[src/rtl/fifo_wr_arb.sv]
// Round-robin packet arbiter feeding one FIFO write port; the winner owns the port until its last word.
// Write word/enable are registered (1-cycle latency); ready drops while the tracked FIFO occupancy is full.
module fifo_wr_arb #(
   parameter int DATAWIDTH = 8,
   parameter int NREQ      = 4,
   parameter int DEPTH     = 16
) (
   input  logic                          clk,
   input  logic                          reset,
   input  logic [NREQ-1:0]               req_valid,
   input  logic [NREQ*DATAWIDTH-1:0]     req_data,
   input  logic [NREQ-1:0]               req_last,
   output logic [NREQ-1:0]               req_ready,
   output logic [DATAWIDTH-1:0]          fifo_wr_data,
   output logic                          fifo_we,
   input  logic                          fifo_re,
   output logic [$clog2(NREQ)-1:0]       grant_id,
   output logic                          busy,
   output logic [$clog2(DEPTH):0]        count,
   output logic                          err
);

   localparam int GW = $clog2(NREQ);
   localparam int CW = $clog2(DEPTH) + 1;

   typedef enum logic {IDLE, OWN} state_t;

   state_t                 state_q, state_d;
   logic [GW-1:0]          last_q, last_d;
   logic [GW-1:0]          gid_q, gid_d;
   logic                   we_q, we_d;
   logic [DATAWIDTH-1:0]   data_q, data_d;
   logic [CW-1:0]          cnt_q, cnt_d;
   logic                   err_q, err_d;
   logic                   accept;
   logic                   full;

   // First valid requester strictly after 'last', wrapping past NREQ-1 to 0.
   function automatic logic [GW-1:0] rr_pick(input logic [NREQ-1:0] v, input logic [GW-1:0] last);
      logic [2*NREQ-1:0] rot;
      int                off;
      int                idx;
      rot = {v, v} >> (int'(last) + 1);
      off = 0;
      for (int k = NREQ - 1; k >= 0; k--) begin
         if (rot[k]) off = k;
      end
      idx = int'(last) + 1 + off;
      if (idx >= NREQ) idx = idx - NREQ;
      return GW'(idx);
   endfunction

   assign full = (cnt_q == CW'(DEPTH));

   always_comb begin
      state_d   = state_q;
      last_d    = last_q;
      gid_d     = gid_q;
      req_ready = '0;
      accept    = 1'b0;
      case (state_q)
         IDLE: begin
            if (|req_valid) begin
               gid_d   = rr_pick(req_valid, last_q);
               state_d = OWN;
            end
         end
         OWN: begin
            req_ready[gid_q] = !full;
            accept           = req_valid[gid_q] && !full;
            if (accept && req_last[gid_q]) begin
               last_d  = gid_q;
               state_d = IDLE;
            end
         end
         default: state_d = IDLE;
      endcase
      we_d   = accept;
      data_d = accept ? req_data[gid_q*DATAWIDTH +: DATAWIDTH] : data_q;
   end

   // A read on an empty FIFO is an error, but a same-cycle write still counts.
   always_comb begin
      cnt_d = cnt_q;
      err_d = err_q;
      if (fifo_re && (cnt_q == '0)) begin
         err_d = 1'b1;
         if (accept) cnt_d = cnt_q + CW'(1);
      end else if (accept && !fifo_re) begin
         cnt_d = cnt_q + CW'(1);
      end else if (!accept && fifo_re) begin
         cnt_d = cnt_q - CW'(1);
      end
   end

   always_ff @(posedge clk) begin
      if (reset) begin
         state_q <= IDLE;
         last_q  <= GW'(NREQ - 1);
         gid_q   <= '0;
         we_q    <= 1'b0;
         data_q  <= '0;
         cnt_q   <= '0;
         err_q   <= 1'b0;
      end else begin
         state_q <= state_d;
         last_q  <= last_d;
         gid_q   <= gid_d;
         we_q    <= we_d;
         data_q  <= data_d;
         cnt_q   <= cnt_d;
         err_q   <= err_d;
      end
   end

   assign fifo_we      = we_q;
   assign fifo_wr_data = data_q;
   assign grant_id     = gid_q;
   assign busy         = (state_q == OWN);
   assign count        = cnt_q;
   assign err          = err_q;

endmodule

[config.mk]
export PLATFORM = sky130hd
export DESIGN_NAME = fifo_wr_arb
export DESIGN_NICKNAME = d
export VERILOG_FILES = /design/src/rtl/fifo_wr_arb.sv
export SDC_FILE = /design/constraint.sdc
export NUM_CORES = 1
export LEC_CHECK = 0
export CORE_MARGIN = 8
export CORE_UTILIZATION = 40
export CTS_CLUSTER_SIZE = 24
export DETAILED_ROUTE_END_ITERATION = 12
export GPL_TIMING_DRIVEN = 0
export PLACE_DENSITY = 0.78
export SLEW_MARGIN = 10
export SYNTH_ARGS = -nofsm -noshare
export SYNTH_HDL_FRONTEND = slang
export SYNTH_SLANG_ARGS = --single-unit
[constraint.sdc]
create_clock -name clk -period 3.6 [get_ports clk]
set_clock_uncertainty 0.15 [all_clocks]
set_input_delay 0.72 -clock clk [delete_from_list [all_inputs] [get_ports clk]]
set_output_delay 0.72 -clock clk [all_outputs]
set_load 0.05 [all_outputs]
# [Yosys cells after proc, flatten, opt, wreduce, memory -nomap -nowiden]
# Cells that the tools add are included.
[op_classes] add_sub_neg=5 n_lt_le_gt_ge=3 eq_ne=2 n_shift=2 mux=22 bitwise_logic=2 n_reduce_logical=15
[ops] operator="$mux W32" n=5
[ops] operator="$add A4 B32 Y32" n=1
[ops] operator="$ge A32 B4 Y1 const B" n=1
[ops] operator="$shiftx A32 B6 Y8" n=1
[ops] operator="$shr A8 B32 Y4" n=1
[ops] operator="$mux W5" n=4
[ops] operator="$logic_and A1 B1 Y1" n=6
[ops] operator="$mux W1" n=6
[ops] operator="$reduce_and A2 Y1" n=3
[ops] operator="$add A5 B1 Y5 const B" n=1
[ops] operator="$eq A5 B5 Y1 const B" n=1
[ops] operator="$logic_not A5 Y1" n=1
[ops] operator="$sub A5 B1 Y5 const B" n=1
[ops] operator="$and A4 B4 Y4" n=1
[ops] operator="$bmux W1 S2" n=2
[ops] operator="$mux W2" n=2
[ops] operator="$mux W4" n=1
[ops] operator="$reduce_or A4 Y1" n=1
[ops] operator="$add A2 B1 Y3 const B" n=1
[ops] operator="$logic_not A1 Y1" n=3
[ops] operator="$lt A2 B3 Y1 const B" n=1
[ops] operator="$reduce_bool A3 Y1" n=1
[ops] operator="$demux W1 S2" n=1
[ops] operator="$ge A2 B1 Y1 const B" n=1
[ops] operator="4 further kinds" n=4
[word_totals] ff_bits=20 input_bits=43 output_inout_bits=22 elab_cells=58

# [Logic depth before layout (Yosys ltp)]
# Gate-level depths: netlist (run 1).
[logic_depth] ltp_word=11 ltp_mapped=11 ltp_nobuf=10

# [Least setup slack after synthesis (run 1)]
# OpenSTA, ideal clock, no wires.
[synth_path] path_type="reg-to-output" from="register cnt_q[0], in the netlist count[0]" to="output port req_ready[1]" t_arrival_ps=2442 required_ps=2730 path_slack_ps=288 path_stages_with_launch=6 path_buffers=0 cell_sequence="dfxtp_1 inv_1 ha_1 nand4bb_1 nand2_1 nor3b_1"
[synth_via] elab_chain_cells=4
[synth_rtl] element="start, declared" line_no="33" source="logic [CW-1:0] cnt_q, cnt_d;"
[synth_rtl] element="start signal, assigned" line_no="111" source="cnt_q <= cnt_d;"
[synth_rtl] element="$eq A5 B5 Y1" line_no="53" source="assign full = (cnt_q == CW'(DEPTH));"
[synth_rtl] element="$logic_not A1 Y1" line_no="69" source="req_ready[gid_q] = !full;"
[synth_rtl] element="$and A4 B4 Y4 (no line)"
[synth_rtl] element="$mux W4" line_no="61" source="case (state_q)"
[synth_rtl] element="end, declared" line_no="13" source="output logic [NREQ-1:0] req_ready,"
# No other way between the ends.

# [Worst setup path after layout (run 1)]
[layout_path] from="register gid_q[1], in the netlist grant_id[1]" to="output port req_ready[2]"
[layout_via] elab_chain_cells=6 elab_cells_between_ends=7 cone_classes="order compare: 2; mux: 3; bitwise: 1; reduce/logical: 1"
[layout_rtl] element="start, declared" line_no="30" source="logic [GW-1:0] gid_q, gid_d;"
[layout_rtl] element="start signal, assigned" line_no="108" source="gid_q <= gid_d;"
[layout_rtl] element="$lt A2 B3 Y1 (implied by the code) or $ge A2 B1 Y1 (tied branches)" line_no="69"
[layout_rtl] element="$logic_and A1 B1 Y1 (implied by the code)" line_no="69"
[layout_rtl] element="$mux W1 (implied by the code)" line_no="69"
[layout_rtl] element="$demux W1 S2 (*)" line_no="69"
[layout_rtl] element="$and A4 B4 Y4 (no line) (*)"
[layout_rtl] element="$mux W4 (*)" line_no="61"
# Every way passes the cells marked *; elsewhere a longest branch is shown, timed or not.

==> results of run 1 <==
==> sequential cells by signal, indices dropped and copies added, names as in the netlist <==
| register | flops |
|---|---|
| fifo_wr_data | 8 |
| count | 5 |
| last_q | 2 |
| err | 1 |
| busy | 1 |
| fifo_we | 1 |
| grant_id | 2 |
==> Yosys cell counts (3+ instances only) <==
library cell | count | area [um2]
dfxtp_1 | 20 | 400
nor2_1 | 19 | 71.3
mux2i_1 | 15 | 150
clkbuf_1 | 9 | 33.8
nand2_1 | 9 | 33.8
mux4_2 | 8 | 180
inv_1 | 7 | 26.3
nand3_1 | 4 | 20.0
nor3_1 | 4 | 20.0
o21bai_1 | 4 | 30.0
xnor2_1 | 4 | 35.0
ha_1 | 3 | 37.5
o21ai_0 | 3 | 15.0
==> power by group through the flow <==
stage	Sequential, uW	Combinational, uW	Clock, uW
after floorplan	450	340	0
after global placement	312	655	0
after detailed placement	314	676	0
after CTS	309	680	190
after global routing	317	719	202
final	309	674	186
==> worst paths after layout <==
kind | depth (start not counted) | startpoint | to
worst max register to register | 7 | count[0]$_SDFFE_PP0P_ | count[3]$_SDFFE_PP0P_
worst min-delay path | 2 | err$_SDFFE_PP0P_ | err$_SDFFE_PP0P_
worst min register to register | 2 | err$_SDFFE_PP0P_ | err$_SDFFE_PP0P_
worst max-delay path | 4 | grant_id[1]$_SDFFE_PP0P_ | req_ready[2]
==> routing by layer <==
metal | vias up | global-route usage | wire [um]
li1 | 647 | - | -
met1 | 671 | 0.159 | 1610
met2 | 36 | 0.281 | 2320
met3 | 2 | 0.0306 | 201
met4 | 0 | 0.0457 | 42
met5 | - | 0 | 0
==> worst min-delay path: stages (launching register included) <==
cell	delay (ns)
dfxtp_1	0.35
a21oi_1	0.04
nor2_1	0.07
==> cell families after synthesis <==
kind of cell,Yosys count,synth area share
xor+xnor,5,0.0315
mux,26,0.286
simple gates,49,0.185
fa+ha+maj,3,0.0270
compound gates,20,0.115
buf+inv,20,0.0667
flops,20,0.288
==> area by class of cell <==
cell class / count / share of cell area
flip-flops and latches: 20 / 0.191
multi-input cells: 103 / 0.427
repair buffers: 60 / 0.286
clock buffers: 3 / 0.0107
clock inverters: 1 / 0.0143
plain buffers: 13 / 0.0316
well taps: 46 / 0.0274
inverters: 7 / 0.0125
==> per-stage QoR <==
stage | total power [uW] | worst slack [ns]
floorplan | 790 | 0.288
global placement | 967 | 0.642
detailed placement | 990 | 0.591
CTS | 1180 | 0.228
global route | 1240 | 0.0867
finish | 1170 | 0.234
==> metrics.yaml, run 1 <==
layout:
  layout-drive-gt1-share: 0.101
  final_common_cell: "clkdlybuf4s50_1"
  nNetsFinal: 254
  multiInputGateArea_um2: 896
  antenna_cells: 0
  fillers: 287
  final_util: 0.629
  syn2layout_area_growth_pct: 51.2
  seqCellArea_um2: 400
  final_area_um2: 2100
  final_cell_mix: "clkdlybuf4s50_1 (60), dfxtp_1 (20), nor2_1 (19)"
  fin_cells: 253
sta:
  fin_crit_ns: 3.37
  final_max_slew_viol_count: 0
  finalSetupViolations: 0
  fin_setup_tns_ns: 0
  timing.final.crit_share: 0.935
  hold_slack_ns: 0.334
  finalHoldViolCount: 0
  fmax_mhz: 297
  rsz0062_at_grt: "false"
  worst_pin_slew_ns: 0.556
  slew_headroom: 0.629
clock_tree:
  cts_hold_buf: 0
  cts_tree: "built"
  worstSkewPairLatency_ns: 0.31
  clock_path_buffers: 2
  h-tree-depth: 1
  cts.clk_slew.worst_paths_ns: 0.12
  root_buffer: "clkbuf_4"
  cts_resized: 0
  cts.sinks: 20
  postCtsSetupBuffers: 0
  numCtsBuffers: 3
worst_setup_path:
  path_delay_family: "buffers and inverters"
  path_class: "reg -> out"
  cp_common_cell: "clkbuf_1"
  cp_max_fo: 10
  cpMaxStageDelayCell: "clkdlybuf4s50_1"
  cp_cell_sequence: "clkbuf_1 > clkbuf_1 > nor3b_1 > clkdlybuf4s50_1"
  cp-end-kind: "primary output"
  reg2reg_setup_slack_ns: 1.40
  cp_data_arrival_time_ns: 2.50
  required_ns: 2.73
  max_stage_delay_ns: 0.83
  cp-start-kind: "flip-flop"
  worst-path-buf-inv: 3
power:
  p_per_area_nw_per_um2: 556
  power_frac_seq: 0.264
  vdd_drop_max_v: 0.000294
  switching_share: 0.420
  p_int_uw: 677
  p_leak_uw: 0.000797
  switching_power_uw: 491
  p_clk_frac: 0.159
  combPwrFrac: 0.577
floorplanning:
  die-area_um2: 5610
  start_util: 0.416
  dieHeight_um: 74.9
  dieWidth_um: 74.9
  pin_count: 65
  rows: 21
  core_um2: 3340
synthesis:
  synth-edff-count: 0
  synth.net_count: 189
  syn_inst: 143
  syn-cell-area_um2: 1390
  synth_seq_cells: 20
  synth_area_per_cell_um2: 9.71
  ys_types: 41
  ys_async_sr_fraction: 0
  yosys_warnings: 0
  synth_ff_type: "dfxtp_1"
  ys_seq_area_frac: 0.288
detailed_routing:
  drtIter0Drc: 100
  vias: 1356
  postRouteAntennaNets: 0
  avgViaCountPerCell: 5.36
  wl_um: 4180
  route.detailed.wl_per_inst_um: 16.5
  drc: 0
  firstDrtPassIters: 4
place:
  dp.cells: 249
  gp_congestion: 0.770
  portBuffers: 60
  dp_hpwl_um: 3400
  dpl_cell_area_um2: 2050
flow_run:
  cap_violations: 0
grt:
  grt_max_degree: 13
  antenna_found_initial: 0
  grt_overflow: 0
  track_usage: 0.149
  grt_pass1_wl_um: 6400
  grt_pass1_vias: 1362
outcome:
  status: "finished, final reports clean"
min_path:
  hp-class: "reg -> reg"
Note: power is estimated with default switching activity, not from simulation.
==> run 2, diff against run 1 <==
CAP_MARGIN = 5   (was default)
RECOVER_POWER = 25   (was default)
==> run 2 against run 1 <==
Net effect:
- maximum frequency rose by 0.17%
- largest power group unchanged
- critical path depth did not move
- utilization fell by 0.19 points
- sequential power barely moved
- highest routed layer unchanged
- largest cell class unchanged
==> metrics.yaml, run 2 (same netlist as run 1, synthesis figures left out) <==
worst_setup_path:
  max_stage_delay_ns: 0.81  # -0.02 ns
  cp_data_arrival_time_ns: 2.49  # about the same
  cpMaxStageDelayCell: "clkdlybuf4s50_1"
  cp_common_cell: "clkbuf_1"
  cp-start-kind: "flip-flop"
  required_ns: 2.73  # about the same
  cp_max_fo: 10  # unchanged
  cp_cell_sequence: "clkbuf_1 > clkbuf_1 > and4_1 > clkdlybuf4s50_1"
  worst-path-buf-inv: 3  # unchanged
  cp-end-kind: "primary output"
  path_class: "reg -> out"
  path_delay_family: "buffers and inverters"
place:
  dpl_worst_slack_ns: 0.591  # unchanged
  dp_hpwl_um: 3400  # unchanged
  gp_congestion: 0.770  # unchanged
  portBuffers: 60  # unchanged
  dpl_cell_area_um2: 2050  # unchanged
sta:
  final_max_slew_viol_count: 0  # unchanged
  fin_setup_tns_ns: 0  # unchanged
  timing.final.crit_share: 0.933  # -0.00156
  finalSetupViolations: 0  # unchanged
  fin_crit_ns: 3.36  # -0.00561 ns
  rsz0062_at_grt: "false"
  layout_setup_ws_ns: 0.240  # +0.00561 ns
  slew_headroom: 0.557  # -0.0727
  fmax_mhz: 298  # +0.17%
  finalHoldViolCount: 0  # unchanged
  worst_pin_slew_ns: 0.656  # +0.0998 ns
detailed_routing:
  route.detailed.wl_per_inst_um: 16.5  # +0.14%
  drc: 0  # unchanged
  drtIter0Drc: 119  # +19%
  met2WireLength_um: 2350  # +0.90%
  avgViaCountPerCell: 5.40  # +0.74%
  top_layer_used: "met4"
  wl_um: 4180  # +0.14%
  vias: 1366  # +0.74%
  wl_met1_um: 1590  # -0.93%
  postRouteAntennaNets: 0  # unchanged
  firstDrtPassIters: 4  # unchanged
  wl_met3_um: 201  # unchanged
outcome:
  status: "finished, final reports clean"
floorplanning:
  die-area_um2: 5610  # unchanged
  start_util: 0.416  # unchanged
  pin_count: 65  # unchanged
  core_um2: 3340  # unchanged
  rows: 21  # unchanged
  dieWidth_um: 74.9  # unchanged
  dieHeight_um: 74.9  # unchanged
min_path:
  hp-class: "reg -> reg"
clock_tree:
  postCtsSetupBuffers: 0  # unchanged
  cts.sinks: 20  # unchanged
  cts_resized: 0  # unchanged
  worstSkewPairLatency_ns: 0.31  # about the same
  cts_hold_buf: 0  # unchanged
  root_buffer: "clkbuf_4"
  clock_path_buffers: 2  # unchanged
  cts_tree: "built"
  cts.clk_slew.worst_paths_ns: 0.13  # about the same
  h-tree-depth: 1  # unchanged
  numCtsBuffers: 3  # unchanged
layout:
  final_area_um2: 2090  # -0.30%
  multiInputGateArea_um2: 890  # -0.70%
  seqCellArea_um2: 400  # unchanged
  final_cell_mix: "clkdlybuf4s50_1 (51), dfxtp_1 (20), nor2_1 (19)"
  largest_reg_flops: 8  # unchanged
  final_util: 0.627  # -0.00187
  final_common_cell: "clkdlybuf4s50_1"
  syn2layout_area_growth_pct: 50.7
  layout-drive-gt1-share: 0.0966  # -0.00483
  fillers: 288  # +0.35%
  antenna_cells: 0  # unchanged
  nNetsFinal: 254  # unchanged
grt:
  antenna_found_initial: 0  # unchanged
  grt_max_degree: 13  # unchanged
  grt_overflow: 0  # unchanged
  grt_pass1_vias: 1362  # unchanged
  grt_pass1_wl_um: 6400  # unchanged
  track_usage: 0.149  # unchanged
flow_run:
  cap_violations: 0  # unchanged
power:
  p_leak_uw: 0.000818  # +2.6%
  vdd_drop_max_v: 0.000293  # -0.28%
  p_per_area_nw_per_um2: 553  # -0.55%
[run 2: changes by cell type in the layout (fill, tap and decap cells not counted), sizes merged]
cell / delta
dlygate4sd3: +9
clkdlybuf4s50: -9
[run 2: area by class of cell]
cell class,count,area share
Inverter,7,0.0126
Tap cell,46,0.0275
Clock buffer,3,0.0108
Multi-Input combinational cell,103,0.425
Buffer,13,0.0317
Sequential cell,20,0.191
Clock inverter,1,0.0143
Timing Repair Buffer,60,0.287
[run 2: final timing paths]
path / start / endpoint / slack (ns) / depth (start not counted)
worst min-delay path: err$_SDFFE_PP0P_ / err$_SDFFE_PP0P_ / 0.33 / 2
worst max register to register: count[1]$_SDFFE_PP0P_ / count[3]$_SDFFE_PP0P_ / 1.18 / 7
worst min register to register: err$_SDFFE_PP0P_ / err$_SDFFE_PP0P_ / 0.33 / 2
worst max-delay path: grant_id[1]$_SDFFE_PP0P_ / req_ready[3] / 0.24 / 4
[run 2: per-layer routing]
layer,vias to the layer above,GRT usage
met5,-,0
met4,0,0.0457
met3,2,0.0306
met2,40,0.281
met1,673,0.159
li1,651,-
[run 2: worst register-to-register path: stages, from the launching register on]
cell	delay, ns
dfxtp_1	0.39
inv_1	0.09
ha_1	0.19
nor4b_1	0.55
or2b_1	0.31
nand2_1	0.14
o2bb2a_4	0.22
mux2_4	0.29
[run 2: report_power, final]
group	total (uW)	internal [uW]	leakage [uW]	switching (uW)
clock	186	113	0.0000279	73.4
sequential	308	266	0.000164	41.9
combinational	664	288	0.000626	376
total	1160	667	0.000818	491
[run 2: stage by stage]
stage / total power, uW / hold slack [ns] / std cells
2_1_floorplan: 790 / 0.403 / 143
3_3_place_gp: 967 / 0.300 / 249
3_5_place_dp: 990 / 0.313 / 249
4_1_cts: 1180 / 0.344 / 253
5_1_grt: 1220 / 0.373 / 253
6_report: 1160 / 0.328 / 253
==> RTL change: new RTL, flow settings as in run 1 <==
Change the parameter `DEPTH` from 16 to 32.
--- a/src/rtl/fifo_wr_arb.sv
+++ b/src/rtl/fifo_wr_arb.sv
@@ -3,7 +3,7 @@
 module fifo_wr_arb #(
    parameter int DATAWIDTH = 8,
    parameter int NREQ      = 4,
-   parameter int DEPTH     = 16
+   parameter int DEPTH     = 32
 ) (
    input  logic                          clk,
    input  logic                          reset,
Ports: changed (resized count); port bits go from 65 to 66. The function was not compared with the original's and may differ.
==> RTL change against run 1 <==
  * Non-clock buffer count unchanged
  * Area after synthesis rose by 5.9%
  * Routed wire length is 2.3% lower
  * Design area up 4.9%
  * Count of clock-buffer cells in the layout stayed put
  * Sequential cell count increased by 1
  * Worst setup slack better by 40 ps
  * Combinational power up 35%
  * Total power up 24%
  * Utilization fell by 1.8 points
  * Highest routed layer unchanged
==> RTL change: results (changes against run 1) <==
- Crit path largest cell delay: 730 ps (was 830 ps)
- Xor/xnor share of the synthesized area: 0.0298 (was 0.0315)
- Share of cells above drive strength 1: 0.0938 (was 0.101)
- IO buf count: 62 (was 60)
- Root buffer cell: clkbuf_8 (was clkbuf_4)
- Peak supply drop: 0.000237 V (was 0.000294 V)
- Synth Instances: 158 (was 143)
- Nets: 272 (was 254)
- Yosys cell types: 43 (was 41)
- Clock transition at path regs: 80 ps (was 120 ps)
- First-pass GRT wire length: 6910 um (was 6400 um)
- Synthesis Warnings: 0 (unchanged)
- Initial antenna violation count: 0 (unchanged)
- Critical Path Fanout Max: 7 (was 10)
- Vias post-DR: 1453 (was 1356)
- Routability cong.: 0.819 (was 0.770)
- Post-synthesis compound-gate area fraction: 0.145 (was 0.115)
- Status: finished clean (unchanged)
- Synth cell count leaders: nor2_1, dfxtp_1, mux2i_1 (was dfxtp_1, nor2_1, mux2i_1)
- Largest net degree at the start of global routing: 13 (unchanged)
- Prevailing post-synth register cell: dfxtp_1 (unchanged)
- Adder-cell share of the synthesized area: 0.0340 (was 0.0270)
- GRT Overall Usage: 0.139 (was 0.149)
- Hold depth: 2 (unchanged)
- Syn nets: 205 (was 189)
- Startpoint types: flop (unchanged)
- Vias per cell: 5.34 (was 5.36)
- Setup slack at placement: 274 ps (was 591 ps)
- Routed wire length: 4080 um (was 4180 um)
- # DRC: 0 (unchanged)
- # diodes: 0 (unchanged)
- Clk Latency, worst-skew pair: 260 ps (was 310 ps)
- Int Pwr: 762 uW (was 677 uW)
- Pleak: 0.000909 uW (was 0.000797 uW)
- Slew @ Worst Pin: 614 ps (was 556 ps)
- Worst Path Arrival: 2460 ps (was 2500 ps)
- Post-DP Area: 2150 sq um (was 2050 sq um)
- Register area share after synthesis: 0.286 (was 0.288)
- First DRT Iteration DRCs: 90 (was 100)
- Share of synthesized area spent on multiplexers: 0.264 (was 0.286)
- DP HPWL: 3200 um (was 3400 um)
- Largest cells by area after synthesis: dfxtp_1, mux4_2, mux2i_1, nor2_1, ha_1 (was dfxtp_1, mux4_2, mux2i_1, nor2_1, mux4_1)
==> RTL change: layout make-up <==
class                   instances  area, sq um
fillers                       324         1400
multi-input cells             120          982
repair buffers                 62          626
flip-flops and latches         21          420
well taps                      48         60.1
plain buffers                  11         46.3
clock buffers                   3         41.3
inverters                       6         22.5
clock inverters                 1         5.00
==> RTL change: cell families (layout without fill, tap and decap cells) <==
| logic type | count (synthesis) | in the layout |
|---|---|---|
| muxes | 26 | 26 |
| adders and majority gates | 4 | 4 |
| xor gates and xnor gates | 5 | 5 |
| buffers and inverters | 17 | 83 |
| AOI/OAI and AO/OA | 27 | 27 |
| DFF | 21 | 21 |
| and+or+nand+nor | 58 | 58 |
==> RTL change: per-layer routing <==
layer	track usage	vias to the layer above	share of wire
met4	0.0519	0	0.011
met5	0	-	0
met2	0.232	47	0.49
met1	0.163	686	0.43
li1	-	716	-
met3	0.0420	4	0.066
==> RTL change: timing repair <==
item / CTS / global route
setup buffers: 0 / 0
gates resized for setup: 1 / 2
setup endpoints to repair: 2 / 2
hold endpoints to repair: 0 / 0
==> RTL change: path summary, 6_finish.rpt <==
path | slack, ps | end
max | 270 | req_ready[1]
min | 320 | err$_SDFFE_PP0P_
max reg2reg | 1200 | count[4]$_SDFFE_PP0P_
min reg2reg | 320 | err$_SDFFE_PP0P_
==> RTL change: worst min-delay path, cell delays in order, from the launching register on <==
cell and delay [ps]:
dfxtp_1 340, a31oi_1 40, nor2_1 70
==> RTL change: power by group through the flow <==
stage | clock network [uW] | logic, uW | registers, uW
after floorplan | 0 | 463 | 566
after global placement | 0 | 898 | 381
after detailed placement | 0 | 910 | 382
after CTS | 161 | 915 | 378
after global routing | 174 | 981 | 392
final | 155 | 911 | 379
